File: src/rtl/stream_muxn_pkg.sv
// Shared types and the round-robin search helper for stream_muxn.
package mux_pkg;

  typedef enum logic {
    MODE_SELECT = 1'b0,
    MODE_RR     = 1'b1
  } arb_mode_e;

  // Upper bound on channel count that rr_next can search.
  localparam int unsigned MAX_CH = 32;
  localparam int unsigned IDX_W  = 5;

  typedef struct packed {
    logic             found;
    logic [IDX_W-1:0] idx;
  } rr_res_t;

  // First set bit of valid[0..n-1], searching upward from ptr+1 with wrap.
  function automatic rr_res_t rr_next(input logic [MAX_CH-1:0] valid,
                                      input logic [IDX_W-1:0]  ptr,
                                      input int unsigned       n);
    rr_res_t     res;
    int unsigned c;
    res = '0;
    for (int unsigned i = 1; i <= MAX_CH; i++) begin
      c = 32'(ptr) + i;
      if (c >= n) c = c - n;
      if (i <= n && !res.found && valid[c[IDX_W-1:0]]) begin
        res.found = 1'b1;
        res.idx   = c[IDX_W-1:0];
      end
    end
    return res;
  endfunction

endpackage

File: src/rtl/stream_muxn_skid_fifo2.sv
// Two-entry registered FIFO. Head entry is always presented on rdata_o;
// not_full_o is registered so downstream ready has no combinational pop path.
module skid_fifo2 #(
  parameter int unsigned WIDTH = 8
) (
  input  logic             clk_i,
  input  logic             rst_ni,
  input  logic             push_i,
  input  logic             pop_i,
  input  logic [WIDTH-1:0] wdata_i,
  output logic [WIDTH-1:0] rdata_o,
  output logic [1:0]       count_o,
  output logic             not_full_o
);

  logic [WIDTH-1:0] r_head;
  logic [WIDTH-1:0] r_tail;
  logic [1:0]       r_count;
  logic             r_not_full;
  logic             w_push;
  logic             w_pop;
  logic [1:0]       w_count_nxt;

  // Guard push/pop against full/empty and derive the next occupancy.
  always_comb begin
    w_push      = push_i && (r_count != 2'd2);
    w_pop       = pop_i && (r_count != 2'd0);
    w_count_nxt = r_count;
    if (w_push && !w_pop)      w_count_nxt = r_count + 2'd1;
    else if (!w_push && w_pop) w_count_nxt = r_count - 2'd1;
  end

  // Storage: a pop shifts tail into head; push fills the first free slot.
  always_ff @(posedge clk_i or negedge rst_ni) begin
    if (!rst_ni) begin
      r_head     <= '0;
      r_tail     <= '0;
      r_count    <= '0;
      r_not_full <= 1'b0;
    end else begin
      if (w_pop) begin
        // Push alongside a pop is only possible at count 1: new word becomes head.
        if (w_push) r_head <= wdata_i;
        else        r_head <= r_tail;
      end else if (w_push) begin
        if (r_count == 2'd0) r_head <= wdata_i;
        else                 r_tail <= wdata_i;
      end
      r_count    <= w_count_nxt;
      r_not_full <= (w_count_nxt != 2'd2);
    end
  end

  assign rdata_o    = r_head;
  assign count_o    = r_count;
  assign not_full_o = r_not_full;

endmodule

File: src/rtl/stream_muxn.sv
// N:1 valid/ready stream multiplexer, explicit-select or round-robin,
// feeding a 2-entry registered output buffer tagged with the source index.
module stream_muxn
  import mux_pkg::*;
#(
  parameter int unsigned DATA_WIDTH = 32,
  parameter int unsigned NUM_INPUTS = 3,
  parameter int unsigned SEL_W      = $clog2(NUM_INPUTS)
) (
  input  logic                             clk_i,
  input  logic                             rst_ni,
  input  logic                             mode_i,
  input  logic [SEL_W-1:0]                 sel_i,
  input  logic [NUM_INPUTS-1:0]            in_valid_i,
  input  logic [NUM_INPUTS*DATA_WIDTH-1:0] in_data_i,
  output logic [NUM_INPUTS-1:0]            in_ready_o,
  output logic                             out_valid_o,
  output logic [DATA_WIDTH-1:0]            out_data_o,
  output logic [SEL_W-1:0]                 out_src_o,
  input  logic                             out_ready_i,
  output logic                             err_o
);

  arb_mode_e                 w_mode;
  logic                      w_sel_ok;
  rr_res_t                   w_rr;
  logic                      w_rr_ok;
  logic                      w_grant_valid;
  logic [SEL_W-1:0]          w_grant;
  logic [NUM_INPUTS-1:0]     w_ready;
  logic                      w_can_accept;
  logic                      w_push;
  logic                      w_pop;
  logic [DATA_WIDTH-1:0]     w_payload;
  logic [1:0]                w_count;
  logic [DATA_WIDTH+SEL_W-1:0] w_rdata;
  logic [SEL_W-1:0]          r_rr_ptr;
  logic                      r_err;

  assign w_mode   = arb_mode_e'(mode_i);
  assign w_sel_ok = (32'(sel_i) < NUM_INPUTS);
  assign w_rr     = rr_next(MAX_CH'(in_valid_i), IDX_W'(r_rr_ptr), NUM_INPUTS);
  assign w_rr_ok  = w_rr.found && (32'(w_rr.idx) < NUM_INPUTS);

  // Grant selection; out-of-range select grants nothing.
  always_comb begin
    w_grant_valid = 1'b0;
    w_grant       = '0;
    if (w_mode == MODE_SELECT) begin
      if (w_sel_ok) begin
        w_grant_valid = 1'b1;
        w_grant       = sel_i;
      end
    end else if (w_rr_ok) begin
      w_grant_valid = 1'b1;
      w_grant       = w_rr.idx[SEL_W-1:0];
    end
  end

  // One-hot ready on the granted channel while the buffer has room.
  always_comb begin
    w_ready = '0;
    if (w_can_accept && w_grant_valid) w_ready[w_grant] = 1'b1;
  end

  assign in_ready_o  = w_ready;
  assign w_push      = |(in_valid_i & w_ready);
  assign w_payload   = in_data_i[w_grant*DATA_WIDTH +: DATA_WIDTH];
  assign out_valid_o = (w_count != 2'd0);
  assign w_pop       = out_valid_o && out_ready_i;

  skid_fifo2 #(
    .WIDTH(DATA_WIDTH + SEL_W)
  ) u_fifo (
    .clk_i     (clk_i),
    .rst_ni    (rst_ni),
    .push_i    (w_push),
    .pop_i     (w_pop),
    .wdata_i   ({w_payload, w_grant}),
    .rdata_o   (w_rdata),
    .count_o   (w_count),
    .not_full_o(w_can_accept)
  );

  assign out_data_o = w_rdata[DATA_WIDTH+SEL_W-1:SEL_W];
  assign out_src_o  = w_rdata[SEL_W-1:0];

  // Sticky select-range error and round-robin pointer (moves only on RR pushes).
  always_ff @(posedge clk_i or negedge rst_ni) begin
    if (!rst_ni) begin
      r_rr_ptr <= SEL_W'(NUM_INPUTS - 1);
      r_err    <= 1'b0;
    end else begin
      if (w_mode == MODE_SELECT && !w_sel_ok) r_err <= 1'b1;
      if (w_push && w_mode == MODE_RR)        r_rr_ptr <= w_grant;
    end
  end

  assign err_o = r_err;

endmodule

File: config.mk
export PLATFORM = sky130hd
export DESIGN_NAME = stream_muxn
export DESIGN_NICKNAME = d
export VERILOG_FILES = /design/src/rtl/stream_muxn_pkg.sv /design/src/rtl/stream_muxn_skid_fifo2.sv /design/src/rtl/stream_muxn.sv
export SDC_FILE = /design/constraint.sdc
export NUM_CORES = 1
export LEC_CHECK = 0
export BUFFER_PORTS_ARGS = -buffer_cell sky130_fd_sc_hd__buf_2
export CORE_MARGIN = 1
export CORE_UTILIZATION = 47
export DETAILED_ROUTE_END_ITERATION = 12
export HOLD_SLACK_MARGIN = 0.05
export PLACE_DENSITY = 0.86
export SYNTH_ARGS = -nofsm -noshare
export SYNTH_HDL_FRONTEND = slang
export SYNTH_SLANG_ARGS = --single-unit
File: constraint.sdc
create_clock -name clk_i -period 3.3 [get_ports clk_i]
set_input_delay 0.165 -clock clk_i [delete_from_list [all_inputs] [get_ports clk_i]]
set_output_delay 0.165 -clock clk_i [all_outputs]
set_load 0.05 [all_outputs]
Yosys cells after proc, flatten, opt, wreduce, memory -nomap -nowiden
Index checks and enable logic that the tools add are counted.
Word-level totals
  register bits: 74
  bits of input ports: 105
  output and inout port bits: 39
  word-level logic and storage cells: 82
Cells by class
  add/subtract/negate cells: 8
  order comparisons: 10
  equality and inequality tests: 2
  shift-type cells: 1
  mux-type cells: 27
  bitwise operators: 4
  reduce and logical (&&, ||, !) cells: 24
Operators with widths (number)
  2-to-1 mux 34 bit: 4
  variable part select 96 x 8 -> 32 bit: 1
  less-than comparator 5 x 6 -> 1 bit (second input constant): 3
  2-to-1 mux 6 bit: 3
  binary-select mux 1 bit (select 5 bit): 3
  2-to-1 mux 5 bit: 3
  logical AND 1 bit: 12
  subtractor 3 x 2 -> 4 bit (second input constant): 3
  2-to-1 mux 2 bit: 5
  greater-or-equal comparator 3 x 2 -> 1 bit (second input constant): 3
  2-to-1 mux 1 bit: 7
  adder 2 x 2 -> 3 bit (second input constant): 2
  nonzero test 2 bit: 3
  zero test 1 bit: 5
  less-than comparator 5 x 2 -> 1 bit (second input constant): 1
  != test 2 bit (second input constant): 2
  adder 2 x 1 -> 3 bit (second input constant): 1
  bitwise AND 3 bit: 1
  less-than comparator 2 x 3 -> 1 bit (second input constant): 1
  2-to-1 mux 3 bit: 1
  inverter 1 bit: 3
  AND reduction 3 bit: 1
  OR reduction 3 bit: 1
  adder 2 x 1 -> 2 bit (second input constant): 1
  6 further kinds: 6

Logic depth before layout (Yosys ltp)
  word-level depth: 29
  mapped depth: 14
  depth with buffers taken out: 11

Cells and area by module
Synthesis repeated with hierarchy kept, for this count alone.
Unflattened totals
  cells, all modules: 459
  area, all modules: 4749.6 um^2
By module, submodules not included
  skid_fifo2: instances 1, cells an instance 287, area an instance 3369.5 um^2, seq. area each 1776.7 um^2
  stream_muxn: instances 1, cells an instance 172, area an instance 1380.1 um^2, seq. area each 76.3 um^2

Least setup slack after synthesis
Ideal clock, no wire load.
  path kind: register -> output
  start: reg r_rr_ptr[1]
  end: out in_ready_o[0]
  arrival: 3.336 ns
  data required time: 3.135 ns
  setup slack: -0.201 ns
  cell stages (with the launch flop): 10
  path buffers: 1
  path through: dfstp_2 inv_1 ha_1 mux2i_1 a221oi_4 mux2i_1 a41oi_2 o22ai_1 clkbuf_1 nor3_1
On the way
  longest elaborated chain between the ends: 21
  elaborated cells between the ends (all ways): 38
  classes of those cells: add/sub (6); order compare (6); mux (19); reduce/logical (7)
RTL lines
  from (decl): line stream_muxn.sv:37  | logic [SEL_W-1:0] r_rr_ptr;
  from (signal assigned): line stream_muxn.sv:91  | r_rr_ptr <= SEL_W'(NUM_INPUTS - 1);
  from (signal assigned): line stream_muxn.sv:95  | if (w_push && w_mode == MODE_RR) r_rr_ptr <= w_grant;
  adder 2 x 1 -> 3 bit: line stream_muxn_pkg.sv:26  | c = 32'(ptr) + i;
  subtractor 3 x 2 -> 4 bit / greater-or-equal comparator 3 x 2 -> 1 bit (equally long branches): line stream_muxn_pkg.sv:27  | if (c >= n) c = c - n;
  2-to-1 mux 5 bit: line stream_muxn_pkg.sv:27
  binary-select mux 1 bit (select 5 bit): line stream_muxn_pkg.sv:28  | if (i <= n && !res.found && valid[c[IDX_W-1:0]]) begin
  2-to-1 mux 1 bit (implied by the code): line stream_muxn_pkg.sv:28
  2-to-1 mux 6 bit: line stream_muxn_pkg.sv:28
  zero test 1 bit: line stream_muxn_pkg.sv:28
  logical AND 1 bit: line stream_muxn_pkg.sv:28
  [... 5 more ...]
  logical AND 1 bit: line stream_muxn.sv:43  | assign w_rr_ok = w_rr.found && (32'(w_rr.idx) < NUM_INPUTS);
  2-to-1 mux 2 bit: line stream_muxn.sv:54  | end else if (w_rr_ok) begin
  2-to-1 mux 2 bit: line stream_muxn.sv:49  | if (w_mode == MODE_SELECT) begin
  less-than comparator 2 x 3 -> 1 bit (implied by the code) / greater-or-equal comparator 2 x 1 -> 1 bit (equally long branches): line stream_muxn.sv:63  | if (w_can_accept && w_grant_valid) w_ready[w_grant] = 1'b1;
  logical AND 1 bit (implied by the code): line stream_muxn.sv:63
  2-to-1 mux 1 bit (implied by the code): line stream_muxn.sv:63
  demux 1 bit (select 2 bit): line stream_muxn.sv:63
  2-to-1 mux 3 bit *: line stream_muxn.sv:63
  to (decl): line stream_muxn.sv:16  | output logic [NUM_INPUTS-1:0] in_ready_o,
Mark *: on every way between the ends. The rest lies on a longest branch, timed or not. The select of a mux whose other input is x is not followed.

Worst setup path after layout
  start: reg r_rr_ptr[1]
  end: reg u_fifo.r_head[32], in the netlist u_fifo.rdata_o[32]
On the way
  longest elaborated chain between the ends: 26
  elaborated cells between the ends (all ways): 48
  classes of those cells: add/sub (6); order compare (6); shift (1); mux (23); bitwise (1); reduce/logical (11)
RTL lines
  adder 2 x 1 -> 3 bit: line stream_muxn_pkg.sv:26
  subtractor 3 x 2 -> 4 bit / greater-or-equal comparator 3 x 2 -> 1 bit (equally long branches): line stream_muxn_pkg.sv:27
  2-to-1 mux 5 bit: line stream_muxn_pkg.sv:27
  binary-select mux 1 bit (select 5 bit): line stream_muxn_pkg.sv:28
  2-to-1 mux 1 bit (implied by the code): line stream_muxn_pkg.sv:28
  2-to-1 mux 6 bit: line stream_muxn_pkg.sv:28
  zero test 1 bit: line stream_muxn_pkg.sv:28
  logical AND 1 bit: line stream_muxn_pkg.sv:28
  [... 10 more ...]
  2-to-1 mux 1 bit (implied by the code): line stream_muxn.sv:63
  demux 1 bit (select 2 bit): line stream_muxn.sv:63
  2-to-1 mux 3 bit: line stream_muxn.sv:63
  bitwise AND 3 bit: line stream_muxn.sv:67  | assign w_push = |(in_valid_i & w_ready);
  OR reduction 3 bit: line stream_muxn.sv:67
  logical AND 1 bit: line stream_muxn_skid_fifo2.sv:26  | w_push = push_i && (r_count != 2'd2);
  2-to-1 mux 34 bit / nonzero test 2 bit (equally long branches)
  2-to-1 mux 34 bit / AND reduction 2 bit (equally long branches)
  to (signal assigned): line stream_muxn_skid_fifo2.sv:43  | if (w_push) r_head <= wdata_i;
  to (signal assigned): line stream_muxn_skid_fifo2.sv:44  | else r_head <= r_tail;
  to (signal assigned): line stream_muxn_skid_fifo2.sv:46  | if (r_count == 2'd0) r_head <= wdata_i;
  to (decl): line stream_muxn_skid_fifo2.sv:16  | logic [WIDTH-1:0] r_head;
Marks and branches as above.
A chain may end at the register's enable or synchronous reset.

==> flow_summary.toml <==
[grt]
grt_pass1_wl_um = 22600
grt_overflow = 0
grt_pass1_vias = 4581
grt_util_all_layers = 0.290
antenna_found_initial = 0
grt_max_degree = 75

[finish]
design_area_mm2 = 0.00641
nFillCells = 676
antenna_cells = 0
area_delta_synth_final_pct = 40.5
nNetsFinal = 755
postLayoutCoreUtil = 0.687
layout-drive-gt1-share = 0.465

[yosys]
synth_top_area_frac = 0.400
synth_edf_count = 0
synth_cell_types = 50
yosysWarnings = 0
ys_top_cells_by_area = "dfrtp_1, mux2i_1, mux2_2"
avgSynthCellArea_um2 = 9.73
syn_nets = 583
synth_flop_cell = "dfrtp_1"
synth_common_cells = "dfrtp_1, nand2_1, nor2_1"
async_reset_ff_frac = 1.00
synth_cells = 469
yosys.area.top_type = "dfrtp_1"
synthesis.area_mm2 = 0.00456
yosysSeqAreaShare = 0.406
ys_seq_elements = 74
synth.most_common_cell = "dfrtp_1"

[setup_path]
critPathMaxFanout = 8
regToRegStartpoint = "r_rr_ptr[1]"
max_stage_delay_ns = 0.54
crit_chain = "inv_2 -> ha_4 -> mux2i_4 -> a221oi_4 -> mux2i_2 -> a41oi_4 -> o22a_2 -> buf_6 -> a311o_1 -> nand3_4 -> buf_6 -> o22ai_1 -> a211oi_1"
start_kind = "flop"
r2r_slack_ns = -0.13
cpMostUsedCell = "buf_6"
criticalPathCategory = "reg2reg"
worst-endpoint-required_ns = 3.56
cpMaxStageDelayCell = "dfstp_2"
cp-end-kind = "flop"
arrival_ns = 3.68
crit_start = "r_rr_ptr[1]"

[detailed_routing]
firstDrtPassIters = 5
dr.first_iter.drc_count = 314
avgViaCountPerCell = 6.10
ant_nets = 0
vias = 4720
routedWlPerCell_um = 19.6
drc_errors = 0
wl_um = 15100

[place]
place_hpwl_um = 9540
portBuffers = 143
gp_congestion = 0.846
place_area_mm2 = 0.00562
dp_worst_setup_slack_ns = -0.186

[run_status]
failed_checks = "negative setup slack"
status = "finished, violations left"

[floorplan]
start_util = 0.489
die_area_mm2 = 0.0101
dieWidth_um = 101
std_cell_rows = 35
pin_count = 144
die_height_um = 101
core_mm2 = 0.00933

[timing]
maxSlewViolCount = 0
max-slew-margin-rel = 0.377
timing.hold.ws_ns = 0.154
worstMarginPinSlew_ns = 0.934
rsz0062_at_grt = "true"
layout_setup_ws_ns = -0.127
final.setup.tns_ns = -2.45
max_freq_ghz = 0.292
hold_viol = 0
finalClockSkew_ns = 0.0113
period_minus_slack_ns = 3.43
finalCritPeriodShare = 1.04
setup_viol = 47

[clock_tree]
cts.htree.levels = 3
clk_pin_slew_ns = 0.08
cts_root_buf = "clkbuf_8"
cts_buffers = 9
clock_sinks = 74
cts_tree = "yes"
clockBufferDepth = 2
clkLatencyLatePin_ns = 0.36

[pwr]
peakVddDrop_mv = 0.623
power_density_mw_per_mm2 = 1170
p_leak_uw = 0.00293

[worst_hold_path]
holdCritStartpoint = "out_ready_i"
hold_class = "in2reg"

[run]
max_cap_viol_count = 0
==> cell families after synthesis <==
kind of cell | after synthesis | share of synthesized area
flops | 74 | 0.406
compound gates | 129 | 0.212
mux | 68 | 0.159
fa+ha+maj | 10 | 0.0269
simple gates | 139 | 0.140
xor+xnor | 3 | 0.00576
buf+inv | 46 | 0.0505
==> worst max-delay path, delay by kind of cell (launching register included) <==
| family | cells | cell delay [ns] |
|---|---|---|
| multiplexers | 2 | 0.55 |
| flip-flops | 1 | 0.54 |
| adder cells (fa/ha/maj) | 1 | 0.24 |
| AO/OA/AOI/OAI | 6 | 1.48 |
| buffers and inverters | 3 | 0.35 |
| AND/OR/NAND/NOR | 1 | 0.17 |
==> final timing paths <==
path | to | cells past startpoint
max in group asynchronous | u_fifo.not_full_o | 2
min in group asynchronous | u_fifo.r_tail[16] | 2
min reg2reg | err_o | 1
max reg2reg | u_fifo.rdata_o[32] | 13
min | u_fifo.rdata_o[1] | 3
max | u_fifo.rdata_o[32] | 13
==> stage by stage <==
| step | cells | total power, uW |
|---|---|---|
| finish | 774 | 7500 |
| global route | 774 | 7850 |
| CTS | 768 | 6890 |
| detailed placement | 742 | 5890 |
| global placement | 742 | 5700 |
| floorplan | 469 | 4730 |
==> per-layer routing <==
layer / global-route usage / vias up / share of wire / wire [um]
met3: 0.0583 / 63 / 0.065 / 990
met2: 0.496 / 263 / 0.50 / 7520
li1: - / 2095 / - / -
met4: 0.124 / 0 / 0.035 / 525
met5: 0 / - / 0 / 0
met1: 0.358 / 2299 / 0.40 / 6100
==> flip-flops by register name, indices dropped and copies added (netlist names) <==
| name | count |
|---|---|
| u_fifo.r_tail | 34 |
| u_fifo.rdata_o | 34 |
| u_fifo.count_o | 2 |
| r_rr_ptr | 2 |
| err_o | 1 |
| u_fifo.not_full_o | 1 |
==> where the power goes <==
part           total (uW)  internal (uW)  switching [uW]
registers            1730           1380             347
logic                4990           2000            2990
clock network         778            421             357
==> layout by cell type, fill, tap and decap left out, types with 2 or more instances in the layout <==
cell type,netlist,final
a211oi_1,32,16
a211oi_2,0,16
a21oi_1,6,6
a22oi_1,33,33
a311o_1,2,2
a311oi_4,1,2
a31oi_1,3,2
buf_12,0,4
buf_16,0,2
buf_2,7,139
buf_4,1,34
buf_6,6,12
bufinv_16,0,2
clkbuf_16,0,4
clkbuf_8,0,9
clkinvlp_4,0,2
dfrtp_1,73,73
ha_1,9,6
ha_4,0,2
inv_1,11,9
inv_2,0,2
mux2_2,24,22
mux2_4,0,11
mux2i_1,34,32
nand2_1,43,43
nand2b_1,2,2
nand3_1,37,36
nand4_1,2,2
nor2_1,43,40
nor2_2,0,3
nor3_4,1,2
o21ai_0,4,2
o21ai_1,0,2
o22ai_1,35,28
o22ai_2,0,7
or2_2,3,3
==> what timing repair did <==
action | CTS | global route
endpoints found under the hold margin | 73 | 0
gates resized for setup | 21 | 57
pin swaps | 28 | 29
hold buffers | 1 | 0
buffers inserted | 8 | 2
endpoints found under the setup margin | 71 | 74
cloned | 2 | 4
==> layout make-up <==
type | instances | area, um2 | area share
Timing Repair Buffer | 196 | 1330 | 0.208
Inverter | 11 | 41.3 | 0.00644
Clock inverter | 5 | 80.1 | 0.0125
Tap cell | 129 | 161 | 0.0252
Sequential cell | 74 | 1850 | 0.289
Multi-Input combinational cell | 349 | 2810 | 0.439
Clock buffer | 10 | 128 | 0.0199
Power figures use the tool's default switching activity.
